===== src/rtl/audio_seq_pkg.sv =====
// Shared definitions for the audio sample sequencer: FSM encoding and default period.
package audio_seq_pkg;

    localparam int unsigned DIV_DEFAULT = 50000;

    typedef enum logic [1:0] {
        IDLE      = 2'd0,
        ADC_WAIT  = 2'd1,
        PROC_WAIT = 2'd2,
        DAC_WAIT  = 2'd3
    } seq_state_t;

endpackage


===== src/rtl/tick_gen.sv =====
// Sample-period divider: free-running 0..DIV-1 counter that freezes while enable is low
// and emits a registered one-cycle tick on the cycle after each wrap.
module tick_gen
    import audio_seq_pkg::*;
#(
    parameter int unsigned DIV      = DIV_DEFAULT,
    parameter int unsigned CNT_BITS = 16
) (
    input  logic clock,
    input  logic reset,
    input  logic enable,
    output logic tick
);

    logic [CNT_BITS-1:0] count;

    always_ff @(posedge clock) begin
        if (reset) begin
            count <= '0;
            tick  <= 1'b0;
        end else begin
            tick <= 1'b0;
            if (enable) begin
                if (count == CNT_BITS'(DIV - 1)) begin
                    count <= '0;
                    tick  <= 1'b1;
                end else begin
                    count <= count + CNT_BITS'(1);
                end
            end
        end
    end

endmodule


===== src/rtl/sample_sequencer.sv =====
// Per-sample ADC -> processing -> DAC handshake sequencer, paced by tick_gen.
// Every output is a flop; overrun flags ticks that arrive while a sequence is still running.
module sample_sequencer
    import audio_seq_pkg::*;
#(
    parameter int unsigned DIV      = DIV_DEFAULT,
    parameter int unsigned CNT_BITS = 16
) (
    input  logic                clock,
    input  logic                reset,
    input  logic                enable,
    output logic                adc_req,
    input  logic                adc_ack,
    output logic                proc_start,
    input  logic                proc_done,
    output logic                dac_req,
    input  logic                dac_ack,
    output logic                tick,
    output logic                busy,
    output logic                overrun,
    input  logic                clear_overrun,
    output logic [CNT_BITS-1:0] sample_count
);

    seq_state_t state;
    seq_state_t state_next;
    logic       seq_done;

    tick_gen #(
        .DIV      (DIV),
        .CNT_BITS (CNT_BITS)
    ) u_tick_gen (
        .clock  (clock),
        .reset  (reset),
        .enable (enable),
        .tick   (tick)
    );

    always_ff @(posedge clock) begin
        if (reset) begin
            state <= IDLE;
        end else begin
            state <= state_next;
        end
    end

    // Each handshake input is only looked at in its own wait state.
    always_comb begin
        state_next = state;
        seq_done   = 1'b0;
        case (state)
            IDLE:      if (tick)      state_next = ADC_WAIT;
            ADC_WAIT:  if (adc_ack)   state_next = PROC_WAIT;
            PROC_WAIT: if (proc_done) state_next = DAC_WAIT;
            DAC_WAIT: begin
                if (dac_ack) begin
                    state_next = IDLE;
                    seq_done   = 1'b1;
                end
            end
            default:   state_next = IDLE;
        endcase
    end

    // Outputs are registered from the next state so they line up with the state register.
    always_ff @(posedge clock) begin
        if (reset) begin
            adc_req      <= 1'b0;
            proc_start   <= 1'b0;
            dac_req      <= 1'b0;
            busy         <= 1'b0;
            overrun      <= 1'b0;
            sample_count <= '0;
        end else begin
            adc_req    <= (state_next == ADC_WAIT);
            proc_start <= (state == ADC_WAIT) && adc_ack;
            dac_req    <= (state_next == DAC_WAIT);
            busy       <= (state_next != IDLE);
            // A tick seen outside IDLE is dropped; setting beats a same-edge clear.
            if (tick && (state != IDLE)) begin
                overrun <= 1'b1;
            end else if (clear_overrun) begin
                overrun <= 1'b0;
            end
            if (seq_done) begin
                sample_count <= sample_count + CNT_BITS'(1);
            end
        end
    end

endmodule


===== config.mk =====
export PLATFORM = sky130hd
export DESIGN_NAME = sample_sequencer
export DESIGN_NICKNAME = d
export VERILOG_FILES = /design/src/rtl/audio_seq_pkg.sv /design/src/rtl/tick_gen.sv /design/src/rtl/sample_sequencer.sv
export SDC_FILE = /design/constraint.sdc
export NUM_CORES = 1
export LEC_CHECK = 0
export CAP_MARGIN = 20
export CORE_MARGIN = 2
export CORE_UTILIZATION = 35
export CTS_BUF_LIST = sky130_fd_sc_hd__clkbuf_4 sky130_fd_sc_hd__clkbuf_8
export DETAILED_ROUTE_END_ITERATION = 12
export GPL_TIMING_DRIVEN = 0
export SYNTH_ARGS = -nofsm -noshare
export SYNTH_HDL_FRONTEND = slang
export SYNTH_HIERARCHICAL = 1
export SYNTH_SLANG_ARGS = --single-unit

===== constraint.sdc =====
create_clock -name clock -period 3.6 [get_ports clock]
set_clock_uncertainty 0.05 [all_clocks]
set_input_delay 0.72 -clock clock [delete_from_list [all_inputs] [get_ports clock]]
set_output_delay 0.72 -clock clock [all_outputs]
set_load 0.05 [all_outputs]

==> results.md <==
* Worst-Margin Slew at around 0.5 ns
* Setup tns final at 0 ns
* Reg clk slew, reported paths at approximately 0.08 ns
* CP top delay family: buffers and inverters
* Final Wtd Congestion at roughly 0.76
* Die Wd at 75.3 um
* Critical path, cell by cell: clkdlybuf4s50_1
* Wire length on met3 at about 200 um
* Synth unique cells at 40
* Status: finished clean
* P_int at 670 uW
* Sequential area share after synthesis at 0.450
* Crit-path max FO at 5
* Combinational power share at 0.032
* Most frequent cells in the layout: dfxtp_1 (40), nor2_1 (37), clkdlybuf4s50_1 (28)
* Max-cap violations at 0
* Final Hold Vio Count at 0
* IO Port Bufs at 28
* Nets at 240
* Setup Buffers After CTS at 0
* Yosys warnings at 6
* Syn Area/Cell at between 9 and 10 sq um
* # H-tree levels at 2
* Global-route wire length before repair at slightly below 6000 um
* Total Wirelength at 3420 um
* Rel. slew slack at 0.667
* Min Tclk post-route at 2.37 ns
* Number of I/O pins at 29
* Layout cell share with drive strength beyond 1 at 0.0690
* Top FF cell, synth: dfxtp_1
* Synth top area cells: dfxtp_1 (45%), xnor2_1 (8.9%), nor2_1 (7.8%)
* Fmax at between 400 and 500 MHz
* Routed vias at ~1500
* Largest area contributor in the netlist: dfxtp_1
* DR WL met2 at 1530 um
* WHS at approximately 0.42 ns
* First-pass DRT Iterations at 4
* Number of global-route vias before repair at around 1300
* Wire length per cell at ~11 um
* Vias/cell at between 4 and 5
* Worst setup SP type: flop
* Total design power at 838 uW
* GRT Total Usage at 0.134
* Initial DRC count at 54
* Clock Path Buffers at 2
* Sw frac at 0.201
* Pleak at 0.745 nW
* Top-area cell type share of the netlist area at 0.450
* Metal-1 WL at between 1500 and 2000 um
* Cts repair resizes at 0
* EDFF count, synth at 0
* Clock group share of total power at 0.435
* #FFs+latches synth at 40
* Final ANT Viol Nets at 0
* Cts hold-fix bufs at 0
* CP peak stage delay at ~0.85 ns
* Switching pwr at around 170 uW
* Rows at 25
* CP max stage cell: clkdlybuf4s50_1
* Crit Path Class: reg2out
* CP endpoint kind: output port
* Initial antenna violation count at 0
* Residual DRC at 0
* Core Footprint at about 4800 sq um
* Min-delay worst type: reg2reg
* Worst Path Required at 2.83 ns
* Peak supply drop at around 0.00022 V
* Post-synthesis async set-or-reset flop share at 0
* CTS Root Buffer Type: clkbuf_8
* Crit path buf inv count at 1
* HPWL after detailed placement at roughly 2500 um
* Arr. time, crit path at approximately 1.6 ns
* Final Max Tran Viols at 0
* Clk sinks at 40
* Seq pwr share at 0.533
* Worst-skew pair later-pin latency at 0.30 ns
* Tcrit/Tclk final at 0.659
* PD cells at 372 nW/um^2
* CTS tree: done
* RSZ-0062 raised after global routing: no
* Die area at 5670 sq um
* Final setup viols at 0
* Global route overflow at 0
* Largest net degree at the start of global routing at 13
* Commonest non-fill, non-tap cell in the layout: dfxtp_1
* Post-synthesis cell area at about 1800 sq um
* Diodes inserted at 0
* Initial core utilization at 0.369
* Cells after synthesis at 196
* Max Used Layer: met4
* Die Y at about 75 um
* Area Growth Syn to Fin at 26.7%
* Syn Nets at 205
* TritonCTS buffer count at 5
## metal layers
metal,GRT usage,up-vias
li1,-,749
met1,0.168,677
met2,0.213,29
met3,0.0529,6
met4,0.0448,0
met5,0,-
## cell families after synthesis
logic type	share of synthesized area
buffers and inverters	0.0281
AOI/OAI and AO/OA	0.0605
xor gates and xnor gates	0.118
adders and majority gates	0.0141
muxes	0.0239
DFF	0.450
and+or+nand+nor	0.305
## cells in the mapped netlist (2+ instances only)
cell type	instances
xor2_1	6
xnor2_1	18
nand3_4	2
mux2_1	2
a21oi_1	5
nor3_1	7
inv_1	7
nand2_1	13
nor2b_1	2
ha_1	2
nor3b_1	2
nor2_1	37
or3_1	2
nand4_1	6
mux2i_1	2
nand2b_1	2
nand3_1	9
o21ai_0	4
dfxtp_1	40
nor4_1	8
## cell type report
class                   instances  area [sq um]
fillers                       507          2560
multi-input cells             145           928
flip-flops and latches         40           801
repair buffers                 28           280
well taps                      67          83.8
clock buffers                   6          76.3
clock inverters                 2          35.0
inverters                       7          26.3
plain buffers                   4          23.8
## per-stage QoR
stage / std cells / setup WS, ns / utilization / instance area, sq um
2_1_floorplan: 196 / 1.71 / - / 1780
3_3_place_gp: 291 / 0.939 / 0.445 / 2140
3_5_place_dp: 291 / 0.923 / 0.445 / 2140
4_1_cts: 299 / 1.21 / 0.468 / 2250
5_1_grt: 299 / 1.13 / 0.468 / 2250
6_report: 299 / 1.23 / 0.468 / 2250
## power groups by stage
stage	registers [mW]	clock network (mW)	logic, mW
floorplan	0.457	0	0.0128
global placement	0.457	0	0.0269
detailed placement	0.457	0	0.0270
CTS	0.447	0.379	0.0273
global route	0.447	0.400	0.0298
finish	0.447	0.365	0.0268
## registers in the layout, summed over array words and instances, names as in the netlist
name and flops:
overrun 1, u_tick_gen/count 16, state 2, dac_req 1, proc_start 1, adc_req 1
u_tick_gen/tick 1, sample_count 16, busy 1
## worst paths after layout
check | cells after the start | to | startpoint | slack (ns)
worst max-delay path | 1 | sample_count[2] | sample_count[2]$_SDFFE_PP0P_ | 1.23
worst min-delay path | 2 | overrun$_SDFFE_PP0P_ | overrun$_SDFFE_PP0P_ | 0.42
worst max register to register | 5 | u_tick_gen/count[11]$_SDFFE_PP0P_ | u_tick_gen/count[4]$_SDFFE_PP0P_ | 1.66
worst min register to register | 2 | overrun$_SDFFE_PP0P_ | overrun$_SDFFE_PP0P_ | 0.42
Power figures use the tool's default switching activity.
